## config.mk

```make
export PLATFORM = sky130hd
export DESIGN_NAME = pc_fetch_unit_flat
export DESIGN_NICKNAME = d
export VERILOG_FILES = /design/src/rtl/pc_fetch_unit_if.sv /design/src/rtl/pc_fetch_unit.sv /design/src/flat_wrapper.sv
export SDC_FILE = /design/constraint.sdc
export NUM_CORES = 1
export LEC_CHECK = 0
export BUFFER_PORTS_ARGS = -buffer_cell sky130_fd_sc_hd__buf_2
export CORE_UTILIZATION = 30
export CTS_CLUSTER_DIAMETER = 40
export DETAILED_ROUTE_END_ITERATION = 6
export SLEW_MARGIN = 20
export SYNTH_ARGS = -nofsm -noshare
export SYNTH_HDL_FRONTEND = slang
export SYNTH_SLANG_ARGS = --single-unit
export TNS_END_PERCENT = 20
```

## constraint.sdc

```tcl
create_clock -name clk -period 1.8 [get_ports clk]
set_input_delay 0.18 -clock clk [delete_from_list [all_inputs] [get_ports clk]]
set_output_delay 0.18 -clock clk [all_outputs]
set_load 0.03 [all_outputs]
```

## src/rtl/pc_fetch_unit_if.sv

```systemverilog
`default_nettype none
// ============================================================================
// Module      : pc_fetch_unit_if
// Description : Instruction-memory request/acknowledge bus used by the fetch stage.
// Revision    : 1.0 - initial release
// ============================================================================
interface pc_fetch_unit_if #(
    parameter int ADDR_W = 10
);
    logic              imem_req;
    logic [ADDR_W-1:0] imem_addr;
    logic              imem_ack;
    logic [31:0]       imem_rdata;

    modport master (
        output imem_req,
        output imem_addr,
        input  imem_ack,
        input  imem_rdata
    );

    modport slave (
        input  imem_req,
        input  imem_addr,
        output imem_ack,
        output imem_rdata
    );
endinterface
`default_nettype wire

```

## src/rtl/pc_fetch_unit.sv

```systemverilog
`default_nettype none
// ============================================================================
// Module      : pc_fetch_unit
// Description : MIPS32 program counter and instruction-fetch stage with
//               req/ack memory handshake and buffered branch redirects.
// Revision    : 1.0 - initial release
// ============================================================================
module pc_fetch_unit #(
    parameter int                ADDR_W   = 10,
    parameter int                STEP     = 4,
    parameter logic [ADDR_W-1:0] RESET_PC = '0
) (
    input  wire                clk,
    input  wire                rst_n,
    input  wire                stall,
    input  wire                branch_valid,
    input  wire  [ADDR_W-1:0]  branch_target,
    pc_fetch_unit_if.master    imem,
    output logic               instr_valid,
    output logic [31:0]        instr,
    output logic [ADDR_W-1:0]  instr_pc,
    output logic [ADDR_W-1:0]  adder_a,
    output logic [ADDR_W-1:0]  adder_b,
    input  wire  [ADDR_W-1:0]  adder_sum,
    input  wire                adder_c_out,
    output logic               pc_wrap,
    output logic               misalign_err
);

    localparam logic [1:0]        c_st_idle = 2'd0;
    localparam logic [1:0]        c_st_req  = 2'd1;
    localparam logic [1:0]        c_st_out  = 2'd2;
    localparam logic [ADDR_W-1:0] c_step    = ADDR_W'(STEP);

    logic [1:0]        r_state;
    logic [1:0]        w_state_nxt;
    logic [ADDR_W-1:0] r_pc;
    logic [ADDR_W-1:0] w_pc_nxt;
    logic              r_pend_valid;
    logic              w_pend_valid_nxt;
    logic [ADDR_W-1:0] r_pend_pc;
    logic [ADDR_W-1:0] w_pend_pc_nxt;
    logic              w_fetch_done;
    logic [ADDR_W-1:0] w_branch_tgt;
    logic [31:0]       r_instr;
    logic [ADDR_W-1:0] r_instr_pc;
    logic              r_pc_wrap;
    logic              r_misalign;

    // Instructions are word aligned; the low byte-offset bits are dropped.
    assign w_branch_tgt = {branch_target[ADDR_W-1:2], 2'b00};

    assign adder_a       = r_pc;
    assign adder_b       = c_step;
    assign imem.imem_addr = r_pc;
    assign instr         = r_instr;
    assign instr_pc      = r_instr_pc;
    assign pc_wrap       = r_pc_wrap;
    assign misalign_err  = r_misalign;

    always_ff @(posedge clk or negedge rst_n) begin
        if (!rst_n) begin
            r_state <= c_st_idle;
        end else begin
            r_state <= w_state_nxt;
        end
    end

    always_comb begin
        w_state_nxt      = r_state;
        w_pc_nxt         = r_pc;
        w_pend_valid_nxt = r_pend_valid;
        w_pend_pc_nxt    = r_pend_pc;
        w_fetch_done     = 1'b0;
        case (r_state)
            c_st_idle: begin
                w_state_nxt = c_st_req;
                if (branch_valid) begin
                    w_pc_nxt = w_branch_tgt;
                end
            end
            c_st_req: begin
                if (imem.imem_ack) begin
                    // A redirect seen during the request turns the returned word stale.
                    if (branch_valid) begin
                        w_pc_nxt         = w_branch_tgt;
                        w_pend_valid_nxt = 1'b0;
                    end else if (r_pend_valid) begin
                        w_pc_nxt         = r_pend_pc;
                        w_pend_valid_nxt = 1'b0;
                    end else begin
                        w_pc_nxt     = adder_sum;
                        w_fetch_done = 1'b1;
                        w_state_nxt  = c_st_out;
                    end
                end else if (branch_valid) begin
                    w_pend_valid_nxt = 1'b1;
                    w_pend_pc_nxt    = w_branch_tgt;
                end
            end
            c_st_out: begin
                if (branch_valid) begin
                    w_pc_nxt    = w_branch_tgt;
                    w_state_nxt = c_st_req;
                end else if (!stall) begin
                    w_state_nxt = c_st_req;
                end
            end
            default: begin
                w_state_nxt = c_st_idle;
            end
        endcase
    end

    always_comb begin
        imem.imem_req = 1'b0;
        instr_valid   = 1'b0;
        case (r_state)
            c_st_req: imem.imem_req = 1'b1;
            c_st_out: instr_valid   = 1'b1;
            default: begin
                imem.imem_req = 1'b0;
                instr_valid   = 1'b0;
            end
        endcase
    end

    always_ff @(posedge clk or negedge rst_n) begin
        if (!rst_n) begin
            r_pc         <= RESET_PC;
            r_pend_valid <= 1'b0;
            r_pend_pc    <= '0;
            r_instr      <= '0;
            r_instr_pc   <= '0;
            r_pc_wrap    <= 1'b0;
            r_misalign   <= 1'b0;
        end else begin
            r_pc         <= w_pc_nxt;
            r_pend_valid <= w_pend_valid_nxt;
            r_pend_pc    <= w_pend_pc_nxt;
            if (w_fetch_done) begin
                r_instr    <= imem.imem_rdata;
                r_instr_pc <= r_pc;
            end
            r_pc_wrap  <= w_fetch_done & adder_c_out;
            r_misalign <= branch_valid & (|branch_target[1:0]);
        end
    end

endmodule
`default_nettype wire

```

## src/flat_wrapper.sv

```systemverilog
// flat-port wrapper written by rule: the top's interface ports become plain ports
module pc_fetch_unit_flat 
#(
    parameter int                ADDR_W   = 10,
    parameter int                STEP     = 4,
    parameter logic [ADDR_W-1:0] RESET_PC = '0
)
  (clk, rst_n, stall, branch_valid, branch_target, instr_valid, instr, instr_pc, adder_a, adder_b, adder_sum, adder_c_out, pc_wrap, misalign_err, imem_imem_req, imem_imem_addr, imem_imem_ack, imem_imem_rdata);
  pc_fetch_unit_if #(.ADDR_W(ADDR_W)) imem_i ();
  input  wire clk;
  input  wire rst_n;
  input  wire stall;
  input  wire branch_valid;
  input  wire  [ADDR_W-1:0] branch_target;
  output logic instr_valid;
  output logic [31:0] instr;
  output logic [ADDR_W-1:0] instr_pc;
  output logic [ADDR_W-1:0] adder_a;
  output logic [ADDR_W-1:0] adder_b;
  input  wire  [ADDR_W-1:0] adder_sum;
  input  wire adder_c_out;
  output logic pc_wrap;
  output logic misalign_err;
  output wire logic [$bits(imem_i.imem_req)-1:0] imem_imem_req;
  output wire logic [$bits(imem_i.imem_addr)-1:0] imem_imem_addr;
  input wire logic [$bits(imem_i.imem_ack)-1:0] imem_imem_ack;
  input wire logic [$bits(imem_i.imem_rdata)-1:0] imem_imem_rdata;
  assign imem_imem_req = imem_i.imem_req;
  assign imem_imem_addr = imem_i.imem_addr;
  assign imem_i.imem_ack = imem_imem_ack;
  assign imem_i.imem_rdata = imem_imem_rdata;
  pc_fetch_unit #(.ADDR_W(ADDR_W), .STEP(STEP), .RESET_PC(RESET_PC)) u_core (.clk(clk), .rst_n(rst_n), .stall(stall), .branch_valid(branch_valid), .branch_target(branch_target), .imem(imem_i), .instr_valid(instr_valid), .instr(instr), .instr_pc(instr_pc), .adder_a(adder_a), .adder_b(adder_b), .adder_sum(adder_sum), .adder_c_out(adder_c_out), .pc_wrap(pc_wrap), .misalign_err(misalign_err));
endmodule
```

# ---- Word level (Yosys, flattened, before mapping)
# Cells that the tools add are included.
dict set report word_totals {
  ff_bits 65
  wordCells 46
  output_inout_bits 76
  inputBits 58
}
dict set report op_classes {
  mux 19
  bitwise_logic 3
  reduce_logical 9
  n_eq_ne 7
}
# operator count
set op_table {}
lappend op_table {{$mux W10} 4}
lappend op_table {{$pmux W10 S2} 1}
lappend op_table {{$mux W2} 5}
lappend op_table {{$mux W1} 8}
lappend op_table {{$ne A2 B2 Y1 const B} 3}
lappend op_table {{$pmux W2 S3} 1}
lappend op_table {{$reduce_and A3 Y1} 2}
lappend op_table {{$reduce_and A4 Y1} 1}
lappend op_table {{$reduce_bool A2 Y1} 2}
lappend op_table {{$reduce_or A2 Y1} 2}
lappend op_table {{$ne A3 B3 Y1 const B} 1}
lappend op_table {{$and A1 B1 Y1} 2}
lappend op_table {{$eq A2 B1 Y1 const B} 1}
lappend op_table {{$eq A2 B2 Y1 const B} 1}
lappend op_table {{$logic_not A2 Y1} 1}
lappend op_table {{$ne A2 B1 Y1 const B} 1}
lappend op_table {{$reduce_and A2 Y1} 1}
lappend op_table {{$not A1 Y1} 1}

# ---- Longest topological paths before layout
# Gate-level depths: netlist of run 1.
dict set report depth {
  word_depth 5
  ltp_mapped 6
  ltp_nobuf 3
}

# ---- Least setup slack after synthesis of run 1
# OpenSTA, ideal clock, no wires.
dict set report synth_timing {
  kind {register -> register}
  from {register u_core.r_state[1]}
  to {register u_core.r_pend_pc[2]}
  path_stages_with_launch 4
  path_buffers 0
  period_less_slack_ns 1.790
  setup_time_ns 0.125
  path_slack_ns 0.010
  t_arrival_ns 1.665
  t_required_ns 1.675
  path_cell_list {dfrtp_1 > and2b_1 > nor3b_2 > mux2_2}
}
dict set report synth_between {
  elab_chain_cells 2
}
# item line
set synth_lines {}
lappend synth_lines {{start: declaration} pc_fetch_unit.sv:35} ;# logic [1:0] r_state;
lappend synth_lines {{start signal: assignment} pc_fetch_unit.sv:63} ;# r_state <= c_st_idle;
lappend synth_lines {{start signal: assignment} pc_fetch_unit.sv:65} ;# r_state <= w_state_nxt;
lappend synth_lines {{$eq A2 B1 Y1} pc_fetch_unit.sv:75} ;# case (r_state)
lappend synth_lines {{$reduce_and A3 Y1 (no line)} -}
lappend synth_lines {{end signal: assignment} pc_fetch_unit.sv:140} ;# r_pend_pc <= w_pend_pc_nxt;
lappend synth_lines {{end: declaration} pc_fetch_unit.sv:41} ;# logic [ADDR_W-1:0] r_pend_pc;
# Every way passes these cells.
# A chain may end at the register's enable or synchronous reset.

# ---- Worst setup path after layout of run 1
dict set report layout_timing {
  from {register u_core.r_state[1]}
  to {register u_core.r_instr_pc[1] (netlist: u_core.instr_pc[1])}
}
dict set report layout_between {
  elab_chain_cells 2
}
# item line
set layout_lines {}
lappend layout_lines {{$eq A2 B1 Y1} pc_fetch_unit.sv:75}
lappend layout_lines {{$mux W1} pc_fetch_unit.sv:75}
lappend layout_lines {{end signal: assignment} pc_fetch_unit.sv:143} ;# r_instr_pc <= r_pc;
lappend layout_lines {{end: declaration} pc_fetch_unit.sv:46} ;# logic [ADDR_W-1:0] r_instr_pc;
# Every way passes these cells.

==> metrics.md, run 1 <==
| Metric | Value |
|---|---|
| Status | `complete, no violations` |
| Routed Antenna Nets | `0` |
| Post-synthesis register bit count | `65` |
| Dpl hpwl | `4603 um` |
| GP Congestion | `0.7023` |
| Endpoints failing setup | `0` |
| Detailed Route Iter0 Violations | `38` |
| Via count | `2037` |
| Syn_area_per_cell | `14.63 um2` |
| Largest net degree at the start of global routing | `66` |
| Crit path time final | `1.611 ns` |
| Critical path type | `flop to flop` |
| Via density | `4.362` |
| Clock sink count | `65` |
| Ys Warns | `0` |
| CTS root buf | `clkbuf_8` |
| Global-route wire length before repair | `9646 um` |
| Setup TNS | `0 ns` |
| Std cell rows | `36` |
| Die width | `103.2 um` |
| Fin worst setup slack | `0.1893 ns` |
| Core Footprint | `9864 um2` |
| Drt pass-1 iters | `3` |
| Die Span Y | `103.2 um` |
| Critical Path Sink | `u_core.instr_pc[1]$_DFFE_PN0P_` |
| Finished Layout Cells | `467` |
| WL per Instance | `14.01 um` |
| Post-synthesis sequential area ratio | `52.93%` |
| Initial Util | `31.15%` |
| Final #Nets | `387` |
| Peak supply drop | `0.7258 mV` |
| # IOs | `134` |
| Worst R2R Setup Slack | `0.19 ns` |
| Pleak | `1.968 nW` |
| Arrival @ worst endpoint | `1.82 ns` |
| Worst r2r dst | `u_core.instr_pc[1]$_DFFE_PN0P_` |
| Hold Crit Class | `input pin to flop` |
| Hold Path Depth | `2` |
| Max Freq | `620.8 MHz` |
| Crit start category | `flop` |
| Slew Viols, Final | `0` |
| Clock Skews | `0.009137 ns` |
| GRT Resource Usage Total | `12.25%` |
| Critical Path End Type | `flop` |
| Layout cells sized above 1 | `61.98%` |
| Final hold vios | `0` |
| Fill count | `988` |
| RSZ-0062 raised after global routing | `no` |
| Rel. slew slack | `65.63%` |
| Post-CTS Resized | `0` |
| Port buffer count | `123` |
| CTS tree | `done` |
| Worst slew pin tran | `0.5156 ns` |
| Synth unique cells | `32` |
| R2R cell count | `4` |
| Cells after DPL | `450` |
| CTS clk-pin slew, worst paths | `0.07 ns` |
| ANT cells | `0` |
| Setup WS pre-CTS | `0.1882 ns` |
| Crit. Startpoint | `u_core.r_state[1]$_DFFE_PN0P_` |
| Num CTS Buffers | `9` |
| GRT overflow | `0` |
| Worst r2r src | `u_core.r_state[1]$_DFFE_PN0P_` |
| Critical path peak fanout | `19` |
| Vias in the first global route | `1842` |
| Critical Path RT | `2.01 ns` |
| Layout area overhead | `28.83%` |
| Final Routed Wirelength | `6541 um` |
| Total of max-cap violations | `0` |
| WHS | `0.04760 ns` |
| DRC viols | `0` |
| Die ar. | `10650 um2` |
| Syn Inst Count | `210` |
| H-tree depth | `3` |
| Clk Latency, worst-skew pair | `0.33 ns` |
| Synthesized cell area | `3073 um2` |
| Clk buf depth | `2` |
| Final period utilization | `89.48%` |
| Antenna violations before repair | `0` |
| Pwr/cell area | `1929 nW/um2` |
layout make-up:
type	instances	area, um2	share of cell area (%)
Clock inverter	4	75.07	1.896
Multi-Input combinational cell	120	1221	30.85
Inverter	1	3.754	0.09482
Tap cell	133	166.4	4.204
Sequential cell	65	1627	41.09
Timing Repair Buffer	132	710.7	17.95
Clock buffer	12	155.1	3.919
routing by layer:
metal  share of wire, %  GRT usage [%]  up-vias  wire, um
met1                 48          16.19     1004      3116
met4                1.3          5.525        0        85
met5                  0              0        -         0
met2                 46          18.77       68      3038
li1                   -              -      957         -
met3                4.6          3.360        8       301
metrics by stage:
stage | util (%) | power [W] | area (um2)
final | 40.13 | 0.007636 | 3959
after global routing | 40.13 | 0.008094 | 3959
after CTS | 40.13 | 0.007748 | 3959
after detailed placement | 37.70 | 0.006281 | 3719
after global placement | 37.70 | 0.006229 | 3719
after floorplan | - | 0.005376 | 3103
cell usage in the layout (no fill, tap or decap), types with 2 or more instances in the layout:
cell | netlist | routed
nand3_1 | 6 | 6
mux2_4 | 36 | 36
o211ai_1 | 8 | 8
dfrtp_1 | 65 | 65
nand2_1 | 2 | 2
clkbuf_8 | 0 | 11
mux2i_1 | 8 | 8
a22oi_1 | 6 | 6
buf_4 | 20 | 6
and2b_1 | 2 | 2
a21oi_1 | 2 | 2
a32oi_1 | 2 | 2
mux2_2 | 22 | 22
bufinv_16 | 0 | 2
nor2_1 | 2 | 2
clkinvlp_4 | 0 | 2
a22o_1 | 2 | 2
conb_1 | 2 | 10
buf_12 | 0 | 2
buf_2 | 0 | 123
cells by family (layout without fill, tap and decap cells):
family                 after synthesis  after routing  share of synthesized area (%)
AND/OR/NAND/NOR                     20             20                          4.357
buffers and inverters               33            149                          8.306
multiplexers                        66             66                          28.26
AO/OA/AOI/OAI                       24             24                          5.904
flip-flops                          65             65                          52.93
other                                2             10                         0.2444
repair_timing:
action / CTS / global route
endpoints found under the hold margin: 65 / 0
buffers inserted: 0 / 0
hold buffers: 1 / 0
critical path, stage by stage (launching register included):
cell      delay, ns
dfrtp_1        0.38
and4bb_1       0.27
nor2b_4        0.19
buf_4          0.32
mux2_4         0.33
flip-flops by register name, indices dropped and copies added, names as in the netlist:
name	cells
u_core.r_pend_pc	8
u_core.r_pend_valid	1
u_core.r_state	2
u_core.instr_pc	10
u_core.instr	32
u_core.pc_wrap	1
u_core.adder_a	10
u_core.misalign_err	1
how the worst min path moves through the flow:
stage	startpoint	end	slack (ns)
final	stall	u_core.r_state[0]$_DFFE_PN0P_	0.05
after global routing	adder_c_out	u_core.pc_wrap$_DFF_PN0_	0.04
after global placement	rst_n	u_core.instr[4]$_DFFE_PN0P_	0.23
after floorplan	rst_n	u_core.adder_a[0]$_DFFE_PN0P_	-0.12
after detailed placement	rst_n	u_core.instr[3]$_DFFE_PN0P_	0.23
after CTS	stall	u_core.r_state[0]$_DFFE_PN0P_	0.03
synth_stat cells:
master | n | area [um2]
a21oi_1 | 2 | 10.01
a22o_1 | 2 | 17.52
a22oi_1 | 6 | 45.04
a2bb2oi_1 | 1 | 8.760
a31o_2 | 1 | 8.760
a31oi_1 | 1 | 6.260
a32oi_1 | 2 | 17.52
and2_1 | 1 | 6.260
and2b_1 | 2 | 15.01
and3b_1 | 1 | 8.760
and4bb_1 | 1 | 12.51
buf_1 | 4 | 15.01
buf_4 | 20 | 150.1
buf_6 | 3 | 33.78
buf_8 | 3 | 45.04
clkbuf_1 | 2 | 7.510
conb_1 | 2 | 7.510
dfrtp_1 | 65 | 1627
inv_1 | 1 | 3.750
mux2_2 | 22 | 247.7
mux2_4 | 36 | 540.5
mux2i_1 | 8 | 80.08
nand2_1 | 2 | 7.510
nand2b_1 | 1 | 6.260
nand3_1 | 6 | 30.03
nor2_1 | 2 | 7.510
nor2b_1 | 1 | 6.260
nor2b_4 | 1 | 13.76
nor3b_1 | 1 | 7.510
nor3b_2 | 1 | 12.51
o211ai_1 | 8 | 60.06
o21a_1 | 1 | 7.510
power breakdown:
group          internal (W)  total, W  switching (W)  leakage (nW)
clock network      0.000856   0.00142       0.000559         0.109
logic               0.00146   0.00361        0.00214          1.07
registers           0.00213   0.00262       0.000487         0.785
total               0.00445   0.00764        0.00319          1.97
No activity file was read; power rests on OpenSTA's default activity.
==> run 2, diff against run 1 <==
--- a/config.mk
+++ b/config.mk
@@ -6,7 +6,9 @@
 export NUM_CORES = 1
 export LEC_CHECK = 0
 export BUFFER_PORTS_ARGS = -buffer_cell sky130_fd_sc_hd__buf_2
+export CORE_ASPECT_RATIO = 0.7
 export CORE_UTILIZATION = 30
+export CTS_BUF_LIST = sky130_fd_sc_hd__clkbuf_16
 export CTS_CLUSTER_DIAMETER = 40
 export DETAILED_ROUTE_END_ITERATION = 6
 export SLEW_MARGIN = 20
==> run 2 against run 1 <==
Compared with the run above: via count barely moved; sequential power fell by 2%; largest cell class unchanged; die area barely moved; global-route usage rose by 0.96 points.
==> metrics.md, run 2 (synthesis gave the netlist of run 1 again) <==
| Metric | Value |
|---|---|
| H-tree depth | `3 (unchanged)` |
| Critical Path RT | `2.01 ns (about the same)` |
| Placement Cell Area | `3730 um2 (+0.30%)` |
| Worst-path cell chain | `and4bb_1, nor2b_4, buf_4, mux2_4` |
| Std cell rows | `30 (-17%)` |
| Hold Crit Class | `input pin to flop` |
| Clock Skews | `0.004192 ns (-0.004945 ns)` |
| Total of max-cap violations | `0 (unchanged)` |
| Clock sink count | `65 (unchanged)` |
| Routed Antenna Nets | `0 (unchanged)` |
| GP Congestion | `0.7066 (+0.61%)` |
| Status | `complete, no violations` |
| Critical path's slowest cell | `dfrtp_1` |
| Fin worst setup slack | `0.1628 ns (-0.02652 ns)` |
| Die width | `123.0 um (+19%)` |
| Core Footprint | `9834 um2 (-0.30%)` |
| Clk buf depth | `2 (unchanged)` |
| Via density | `4.402 (+0.91%)` |
| Setup TNS | `0 ns (unchanged)` |
| Num CTS Buffers | `9 (unchanged)` |
| Die ar. | `10660 um2 (about the same)` |
| Largest net degree at the start of global routing | `36 (-45%)` |
| Peak supply drop | `0.6703 mV (-7.6%)` |
| Register Area | `1627 um2 (unchanged)` |
| Crit-path max cell delay | `0.41 ns (+0.03 ns)` |
| Final Routed Wirelength | `6651 um (+1.7%)` |
| Antenna violations before repair | `0 (unchanged)` |
| Number of post-CTS setup repair buffers | `0 (unchanged)` |
| Final period utilization | `90.96% (+1.5 points)` |
| WL per Instance | `14.37 um (+2.6%)` |
| WHS | `0.05259 ns (+0.004992 ns)` |
| Layout area overhead | `30.70%` |
| Slew Viols, Final | `0 (unchanged)` |
| ANT cells | `0 (unchanged)` |
| GRT Resource Usage Total | `13.21% (+0.96 points)` |
| Commonest cells after routing, fill and taps aside | `buf_2 (122), dfrtp_1 (65), mux2_4 (36), mux2_2 (22), conb_1 (10)` |
| Clk Latency, worst-skew pair | `0.33 ns (about the same)` |
| Critical path peak fanout | `18 (-1)` |
| Pwr/cell area | `1962 nW/um2 (+1.7%)` |
| CTS tree | `done` |
| Critical path type | `flop to flop` |
| Via count | `2038 (+0.049%)` |
| Setup WS pre-CTS | `0.1651 ns (-0.02318 ns)` |
| Largest register FFs | `32 (unchanged)` |
| Final #Nets | `389 (+0.52%)` |
| Port buffer count | `123 (unchanged)` |
| Area of the multi-input gates | `1221 um2 (unchanged)` |
| Fin area | `4016 um2 (+1.5%)` |
| DRC viols | `0 (unchanged)` |
| Dpl hpwl | `4810 um (+4.5%)` |
| Global-route wire length before repair | `10230 um (+6.1%)` |
| Critical Path End Type | `flop` |
| Max Freq | `610.8 MHz (-1.6%)` |
| Layout cells sized above 1 | `61.49% (-0.48 points)` |
| Initial Util | `31.25% (+0.095 points)` |
| Arrival @ worst endpoint | `1.85 ns (+0.03 ns)` |
| Die Span Y | `86.68 um (-16%)` |
| Crit start category | `flop` |
| Most common cell after layout, fill and taps aside | `buf_2` |
| Crit path time final | `1.637 ns (+0.02652 ns)` |
| Fill count | `955 (-3.3%)` |
| Endpoints failing setup | `0 (unchanged)` |
| GRT overflow | `0 (unchanged)` |
| Pleak | `2.011 nW (+2.2%)` |
| CTS clk-pin slew, worst paths | `0.05 ns (-0.02 ns)` |
| Detailed Route Iter0 Violations | `81 (+110%)` |
| # IOs | `134 (unchanged)` |
| Final hold vios | `0 (unchanged)` |
| RSZ-0062 raised after global routing | `no` |
| CTS root buf | `clkbuf_16` |
| Drt pass-1 iters | `4 (+1)` |
| Vias in the first global route | `2009 (+9.1%)` |
[run 2: cell types whose count changed in the layout (fill, tap and decap cells not counted), sizes merged]
cell      change
inv           +1
bufinv        -1
clkbuf        -3
clkinv        +4
buf           +2
clkinvlp      -2
[run 2: what timing repair did]
item	CTS	global route
hold buffers	1	0
gates resized for setup	0	0
endpoints found under the hold margin	30	0
[run 2: layout make-up]
cell class / count / share of cell area [%]
inverters: 1 / 0.09346
clock inverters: 6 / 1.277
clock buffers: 9 / 5.607
well taps: 128 / 3.988
repair buffers: 134 / 18.13
multi-input cells: 120 / 30.40
flip-flops and latches: 65 / 40.50
[run 2: per-layer routing]
| layer | vias up | global-route usage [%] | wire length (um) |
|---|---|---|---|
| li1 | 966 | - | - |
| met2 | 78 | 20.38 | 3033 |
| met1 | 985 | 16.10 | 3025 |
| met3 | 9 | 4.671 | 457 |
| met4 | 0 | 7.317 | 134 |
| met5 | - | 0 | 0 |
[run 2: power by group]
part           internal (W)  switching [W]  total, W
combinational       0.00148        0.00218   0.00366
clock               0.00104       0.000602   0.00164
sequential          0.00213       0.000444   0.00258
[run 2: critical path, delay by kind of cell (launching register included)]
family        cells  cell delay, ns
flops             1            0.41
mux               1            0.34
simple gates      2            0.43
buf+inv           1            0.32
[run 2: worst paths after layout]
check                                              startpoint                             to  slack [ns]  depth (start not counted)
worst max-delay path            u_core.r_state[0]$_DFFE_PN0P_   u_core.instr[16]$_DFFE_PN0P_        0.16                          4
worst min-delay path                                    stall  u_core.r_state[0]$_DFFE_PN0P_        0.05                          2
worst max register to register  u_core.r_state[0]$_DFFE_PN0P_   u_core.instr[16]$_DFFE_PN0P_        0.16                          4
worst min register to register   u_core.instr[24]$_DFFE_PN0P_   u_core.instr[24]$_DFFE_PN0P_        0.50                          1
max in group asynchronous                               rst_n    u_core.instr[2]$_DFFE_PN0P_        0.94                          3
min in group asynchronous                               rst_n  u_core.adder_a[6]$_DFFE_PN0P_        0.33                          2
[run 2: stage by stage]
step	power (W)	utilization (%)	std cells
floorplan	0.005376	-	218
global placement	0.006223	37.93	447
detailed placement	0.006288	37.93	447
CTS	0.008001	40.84	463
global route	0.008352	40.84	463
finish	0.007881	40.84	463
